===== config.mk =====
export PLATFORM = sky130hd
export DESIGN_NAME = sar_search
export DESIGN_NICKNAME = d
export VERILOG_FILES = /design/src/rtl/sar_pkg.sv /design/src/rtl/sar_search.sv
export SDC_FILE = /design/constraint.sdc
export NUM_CORES = 1
export LEC_CHECK = 0
export BUFFER_PORTS_ARGS = -buffer_cell sky130_fd_sc_hd__buf_2
export CELL_PAD_IN_SITES_DETAIL_PLACEMENT = 0
export CELL_PAD_IN_SITES_GLOBAL_PLACEMENT = 1
export CORE_UTILIZATION = 42
export CTS_CLUSTER_DIAMETER = 50
export CTS_CLUSTER_SIZE = 25
export DETAILED_ROUTE_END_ITERATION = 10
export HOLD_SLACK_MARGIN = 0.02
export PLACE_DENSITY = 0.82
export SYNTH_ARGS = -nofsm -noshare
export SYNTH_HDL_FRONTEND = slang
export SYNTH_SLANG_ARGS = --single-unit
export TNS_END_PERCENT = 1

===== constraint.sdc =====
create_clock -name clk -period 2.4 [get_ports clk]
set_clock_uncertainty 0.1 [all_clocks]
set_input_delay 0.72 -clock clk [delete_from_list [all_inputs] [get_ports clk]]
set_output_delay 0.72 -clock clk [all_outputs]
set_load 0.1 [all_outputs]

===== src/rtl/sar_pkg.sv =====
// ============================================================================
// sar_pkg : shared state encoding and default width for sar_search
// Revision: 1.0
// ============================================================================
`default_nettype none

package sar_pkg;

  localparam int unsigned SAR_W_DEFAULT = 4;

  typedef enum logic [1:0] {
    IDLE   = 2'd0,
    TRY    = 2'd1,
    VERIFY = 2'd2,
    DONE   = 2'd3
  } sar_state_e;

endpackage

`default_nettype wire


===== src/rtl/sar_search.sv =====
// ============================================================================
// sar_search : successive-approximation search driving an external comparator
// Revision: 1.0
// ============================================================================
`default_nettype none

module sar_search
  import sar_pkg::*;
#(
  parameter int unsigned W = SAR_W_DEFAULT
) (
  input  logic         clk,
  input  logic         rst,
  input  logic         start,
  input  logic         a_gt_b,
  input  logic         a_ls_b,
  input  logic         a_eq_b,
  output logic [W-1:0] guess,
  output logic         busy,
  output logic         done,
  output logic         found,
  output logic         err,
  output logic [W-1:0] result
);

  localparam int unsigned IW = $clog2(W);
  localparam logic [W-1:0] MSB_ONLY = {1'b1, {(W-1){1'b0}}};

  sar_state_e    state_q, state_d;
  logic [IW-1:0] idx_q, idx_d;
  logic [W-1:0]  cand_q, cand_d;
  logic [W-1:0]  guess_q, guess_d;
  logic [W-1:0]  result_q, result_d;
  logic          busy_q, busy_d;
  logic          done_q, done_d;
  logic          found_q, found_d;
  logic          err_q, err_d;

  logic          flags_ok;
  logic [W-1:0]  cand_upd;

  assign flags_ok = $onehot({a_gt_b, a_ls_b, a_eq_b});

  always_comb begin
    state_d  = state_q;
    idx_d    = idx_q;
    cand_d   = cand_q;
    guess_d  = guess_q;
    result_d = result_q;
    found_d  = found_q;
    err_d    = err_q;
    cand_upd = cand_q;

    case (state_q)
      IDLE: begin
        if (start) begin
          cand_d   = MSB_ONLY;
          guess_d  = MSB_ONLY;
          idx_d    = IW'(W - 1);
          found_d  = 1'b0;
          err_d    = 1'b0;
          result_d = '0;
          state_d  = TRY;
        end
      end

      TRY: begin
        if (!flags_ok) begin
          err_d    = 1'b1;
          found_d  = 1'b0;
          result_d = guess_q;
          state_d  = DONE;
        end else if (a_eq_b) begin
          found_d  = 1'b1;
          result_d = guess_q;
          state_d  = DONE;
        end else begin
          // cand always carries the trial bit, so a_gt_b just leaves it set
          if (a_ls_b) begin
            cand_upd[idx_q] = 1'b0;
          end
          if (idx_q == '0) begin
            cand_d  = cand_upd;
            guess_d = cand_upd;
            state_d = VERIFY;
          end else begin
            cand_upd[idx_q - 1'b1] = 1'b1;
            cand_d  = cand_upd;
            guess_d = cand_upd;
            idx_d   = idx_q - 1'b1;
          end
        end
      end

      VERIFY: begin
        result_d = guess_q;
        err_d    = !flags_ok;
        found_d  = flags_ok && a_eq_b;
        state_d  = DONE;
      end

      DONE: begin
        state_d = IDLE;
      end

      default: begin
        state_d = IDLE;
      end
    endcase

    busy_d = (state_d == TRY) || (state_d == VERIFY);
    done_d = (state_d == DONE);
  end

  always_ff @(posedge clk or posedge rst) begin
    if (rst) begin
      state_q  <= IDLE;
      idx_q    <= '0;
      cand_q   <= '0;
      guess_q  <= '0;
      result_q <= '0;
      busy_q   <= 1'b0;
      done_q   <= 1'b0;
      found_q  <= 1'b0;
      err_q    <= 1'b0;
    end else begin
      state_q  <= state_d;
      idx_q    <= idx_d;
      cand_q   <= cand_d;
      guess_q  <= guess_d;
      result_q <= result_d;
      busy_q   <= busy_d;
      done_q   <= done_d;
      found_q  <= found_d;
      err_q    <= err_d;
    end
  end

  assign guess  = guess_q;
  assign busy   = busy_q;
  assign done   = done_q;
  assign found  = found_q;
  assign err    = err_q;
  assign result = result_q;

endmodule

`default_nettype wire


==> reports/metrics.csv, run 1 <==
stage;metric;value;unit
outcome;outcome;finished clean;
setup_path;startpoint_type;input pin;
grt;grt_max_degree;17;
setup_path;path_cells;buf_6, fa_2, or4b_4, o22a_1, o21a_1, ha_1;
logic_synthesis;synthCells;87;
timing;worst_slew_pin_slew;595;ps
clock_tree;cts_tree;yes;
floorplanning;core;0.00221;mm2
logic_synthesis;avgSynthCellArea;11.3;um2
timing;fin_crit_sh;0.993;
routing;num_vias;739;
floorplanning;die_area;0.00253;mm2
placement;post-dp-hpwl;1460;um
floorplanning;dieWidth;50.3;um
clock_tree;cts_hold_buf;0;
timing;fin_ws;17.8;ps
routing;drt_first_iter_violations;16;
setup_path;cp_slowest_cell;fa_2;
layout;final_common_cell;dfrtp_1;
routing;drc;0;
placement;io_buffers;17;
routing;first_pass_iters;4;
job;drv_cap;0;
logic_synthesis;synth.distinct_cells;34;
clock_tree;clock-sinks;16;
layout;syn_to_final_growth;24.1;%
logic_synthesis;syn-cell-area;980;um2
hold_path;min_path_type;input pin to asynchronous set/reset pin;
routing;viasPerCell;5.17;
logic_synthesis;ys_seq_area_frac;0.409;
setup_path;crit_arrival;2460;ps
grt;grt_pass1_wl;3110;um
logic_synthesis;ys_seq_elements;16;
timing;final.min_clock_period;2380;ps
setup_path;crit_type;input pin to flip-flop;
logic_synthesis;synth_top_area_cell;dfrtp_1;
setup_path;critical_path_buf_inv_count;1;
timing;finalSetupTns;0;ps
timing;fmax;420;MHz
floorplanning;start_util;0.443;
logic_synthesis;synthTopCellsByArea;dfrtp_1 41%, ha_1 11%, mux2i_1 6.1%;
timing;rsz0062_at_grt;true;
layout;layout_common_cells;16 x dfrtp_1, 15 x buf_2, 10 x inv_1, 9 x ha_1;
placement;dp_slack;-347;ps
timing;drv_slew;0;
clock_tree;clockBufferDepth;2;
setup_path;max_stage_delay;580;ps
setup_path;path_delay_family;adder cells;
clock_tree;clk_latency;280;ps
logic_synthesis;yosysWarnings;0;
clock_tree;root_buffer;clkbuf_4;
layout;nNetsFinal;132;
setup_path;critical_path.max_fanout;4;
logic_synthesis;synth_nets;103;
layout;drive_gt1_frac;0.322;
placement;gp_congestion;0.835;
logic_synthesis;netlist.area_leader.share;0.409;
floorplanning;io_pins;18;
routing;routed_wl;1860;um
layout;num-fill-cells;208;
clock_tree;htree_levels;1;
setup_path;crit_path_end_kind;flip-flop;
setup_path;required;2480;ps
grt;grt_overflow;0;
grt;antenna_found_initial;0;
layout;stdcell_count;143;
grt;grt_pass1_vias;691;
grt;track_usage;0.166;
timing;setup_viol;0;
clock_tree;cts_made_buffers;3;
placement;place_inst;138;
timing;hold_viol;0;
floorplanning;die_h;50.3;um
clock_tree;path_clk_slew;100;ps
floorplanning;row_count;17;
layout;insertedDiodeCount;0;
timing;relSlewSlack;0.603;
routing;wl_per_cell;13.0;um
layout;finish.utilization;0.550;
routing;ant_nets;0;
kinds of logic (layout without fill, tap and decap cells):
| kind of cell | count (synthesis) | count (layout) | share of synthesized area |
|---|---|---|---|
| AO/OA/AOI/OAI | 21 | 21 | 0.158 |
| buffers and inverters | 12 | 40 | 0.0575 |
| multiplexers | 7 | 7 | 0.0728 |
| adder cells (fa/ha/maj) | 10 | 10 | 0.135 |
| flip-flops | 16 | 16 | 0.409 |
| AND/OR/NAND/NOR | 21 | 21 | 0.167 |
Yosys cell counts, drive strengths merged:
master and count:
and2b 1, inv 10, mux2 1, a2111oi 1, nand3b 1, a21o 1
nor3b 2, o21a 1, buf 2, a21oi 2, or4b 1, fa 1
o21ai 2, nand2 8, or2 1, o211ai 2, or2b 1, nand4bb 1
nor3 1, and3b 1, nor2b 1, nor2 1, o31ai 4, nor4b 1
a2bb2oi 1, a311o 1, o32ai 1, mux2i 6, o22a 1, a22oi 4
ha 9, dfrtp 16
stage by stage:
| stage | instance area [um2] | hold WS [ps] |
|---|---|---|
| finish | 1220 | 382 |
| global route | 1220 | 427 |
| CTS | 1220 | 408 |
| detailed placement | 1160 | 395 |
| global placement | 1160 | 379 |
| floorplan | 986 | 428 |
layout make-up:
cell class | count | area [um2] | share of cell area
multi-input combinational | 59 | 529 | 0.435
sequential | 16 | 400 | 0.329
timing repair buffer | 26 | 178 | 0.146
inverter | 10 | 37.5 | 0.0309
clock buffer | 4 | 36.3 | 0.0298
tap | 28 | 35.0 | 0.0288
flip-flops by register name (all words and copies together) (netlist names):
name     flops
guess        4
err          1
done         1
result       4
state_q      2
found        1
busy         1
idx_q        2
per-layer routing:
metal / part of all wire / GRT usage
met3: 0.026 / 0.0303
met1: 0.49 / 0.212
met4: 0 / 0.0833
met5: 0 / 0
met2: 0.48 / 0.267
path summary, 6_finish.rpt:
path	startpoint	endpoint	slack (ps)	cells past startpoint
worst max register to register	idx_q[0]$_DFFE_PP0P_	busy$_DFF_PP0_	280	6
max in group asynchronous	rst	guess[1]$_DFFE_PP0P_	1430	2
worst min register to register	err$_DFFE_PP0P_	err$_DFFE_PP0P_	410	2
worst min-delay path	rst	found$_DFFE_PP0P_	380	2
worst max-delay path	a_gt_b	busy$_DFF_PP0_	20	6
min in group clk	err$_DFFE_PP0P_	err$_DFFE_PP0P_	410	2
repair_timing:
action | in CTS | in global routing
resized for setup | 3 | 0
pin swaps | 2 | 0
setup buffers | 1 | 0
setup endpoints to repair | 1 | 1
Power of run 1 is left out: the tool's default activity adds up to more than one toggle a clock period on the data nets, which glitch-free logic cannot reach.
==> run 2, diff against run 1 <==
--- a/config.mk
+++ b/config.mk
@@ -8,12 +8,13 @@
 export BUFFER_PORTS_ARGS = -buffer_cell sky130_fd_sc_hd__buf_2
 export CELL_PAD_IN_SITES_DETAIL_PLACEMENT = 0
 export CELL_PAD_IN_SITES_GLOBAL_PLACEMENT = 1
-export CORE_UTILIZATION = 42
+export CORE_UTILIZATION = 44
+export CTS_BUF_LIST = sky130_fd_sc_hd__clkbuf_2 sky130_fd_sc_hd__clkbuf_4 sky130_fd_sc_hd__clkbuf_8
 export CTS_CLUSTER_DIAMETER = 50
 export CTS_CLUSTER_SIZE = 25
 export DETAILED_ROUTE_END_ITERATION = 10
 export HOLD_SLACK_MARGIN = 0.02
-export PLACE_DENSITY = 0.82
+export PLACE_DENSITY = 0.85
 export SYNTH_ARGS = -nofsm -noshare
 export SYNTH_HDL_FRONTEND = slang
 export SYNTH_SLANG_ARGS = --single-unit
==> run 2 against run 1 <==
Routed wire length decreased by 2.0%; register-to-register slack lost 80 ps; utilization increased by 4.4 points; global-route usage increased by 1.0 points.
==> reports/metrics.csv, run 2 (same netlist as run 1, synthesis figures left out) <==
stage;metric;value;unit
outcome;outcome;finished clean;
layout;final_common_cell;dfrtp_1;
routing;routed_wl;1820;um
timing;relSlewSlack;0.604;
timing;fmax;420;MHz
setup_path;crit_path_end_kind;flip-flop;
setup_path;startpoint_type;input pin;
setup_path;critical_path.max_fanout;3;
floorplanning;io_pins;18;
routing;wl_per_cell;13.0;um
grt;grt_max_degree;17;
setup_path;crit_type;input pin to flip-flop;
timing;final.min_clock_period;2380;ps
routing;drc;0;
layout;finish.utilization;0.593;
timing;worst_slew_pin_slew;594;ps
grt;grt_pass1_wl;3260;um
floorplanning;dieWidth;49.2;um
clock_tree;post_cts_buffers;0;
setup_path;required;2470;ps
layout;drive_gt1_frac;0.310;
clock_tree;clockBufferDepth;2;
job;drv_cap;0;
timing;drv_slew;0;
floorplanning;die_area;0.00242;mm2
layout;nNetsFinal;130;
clock_tree;path_clk_slew;100;ps
timing;rsz0062_at_grt;true;
routing;drt_first_iter_violations;7;
timing;setup_viol;0;
grt;antenna_found_initial;0;
routing;viasPerCell;5.21;
timing;finalSetupTns;0;ps
clock_tree;cts_tree;yes;
placement;gp_congestion;0.846;
layout;insertedDiodeCount;0;
floorplanning;start_util;0.485;
floorplanning;core;0.00202;mm2
routing;num_vias;730;
grt;track_usage;0.176;
grt;grt_overflow;0;
placement;post-dp-hpwl;1450;um
routing;ant_nets;0;
routing;first_pass_iters;3;
setup_path;crit_arrival;2460;ps
grt;grt_pass1_vias;732;
clock_tree;clock-sinks;16;
clock_tree;clk_latency;290;ps
clock_tree;htree_levels;1;
layout;syn_to_final_growth;22.5;%
timing;fin_crit_sh;0.992;
clock_tree;root_buffer;clkbuf_4;
timing;hold_viol;0;
floorplanning;row_count;16;
layout;layout_common_cells;16 x dfrtp_1, 15 x buf_2, 10 x inv_1, 9 x ha_1, 8 x nand2_1;
timing;holdWs;380;ps
clock_tree;cts_made_buffers;3;
hold_path;min_path_type;input pin to asynchronous set/reset pin;
placement;io_buffers;17;
floorplanning;die_h;49.2;um
run 2: changes by cell type in the layout (fill, tap and decap cells not counted):
| cell | before | now |
|---|---|---|
| buf_4 | 8 | 6 |
run 2: area by class of cell:
| cell class | instances | area, um2 |
|---|---|---|
| flip-flops and latches | 16 | 400 |
| fillers | 172 | 822 |
| repair buffers | 24 | 163 |
| multi-input cells | 59 | 529 |
| clock buffers | 4 | 36.3 |
| well taps | 27 | 33.8 |
| inverters | 10 | 37.5 |
run 2: through the flow:
stage	instance area [um2]	setup slack, ps	cells
global route	1200	-29.3	140
global placement	1150	-308	136
finish	1200	19.2	140
CTS	1190	2.60	140
detailed placement	1150	-337	136
floorplan	986	-207	87
run 2: routing by layer:
metal  up-vias  routed length (um)  track usage  share of wire
met5         -                   0            0              0
met2        15                 834        0.279           0.46
met3         4                  41       0.0187          0.022
met4         0                  32       0.0735          0.018
li1        366                   -            -              -
met1       345                 915        0.244           0.50
run 2: timing repair:
item,4_1_cts,5_1_grt
setup endpoints to repair,1,1
pin swaps,2,0
hold buffers,0,0
resized for setup,1,2
run 2: critical path: stages:
cell	delay (ps)
buf_6	90
fa_2	570
or4b_4	470
o22a_1	170
o21a_1	180
ha_1	260
run 2: final timing paths:
path	cells past startpoint	end	from	slack [ps]
min in group clk	2	result[3]$_DFFE_PP0P_	result[3]$_DFFE_PP0P_	420
setup reg to reg	6	busy$_DFF_PP0_	idx_q[0]$_DFFE_PP0P_	200
hold / removal	2	result[1]$_DFFE_PP0P_	rst	380
setup / recovery	6	busy$_DFF_PP0_	a_gt_b	20
hold reg to reg	2	result[3]$_DFFE_PP0P_	result[3]$_DFFE_PP0P_	420
max in group asynchronous	2	busy$_DFF_PP0_	rst	1430
Power of run 2 is left out for the same reason.
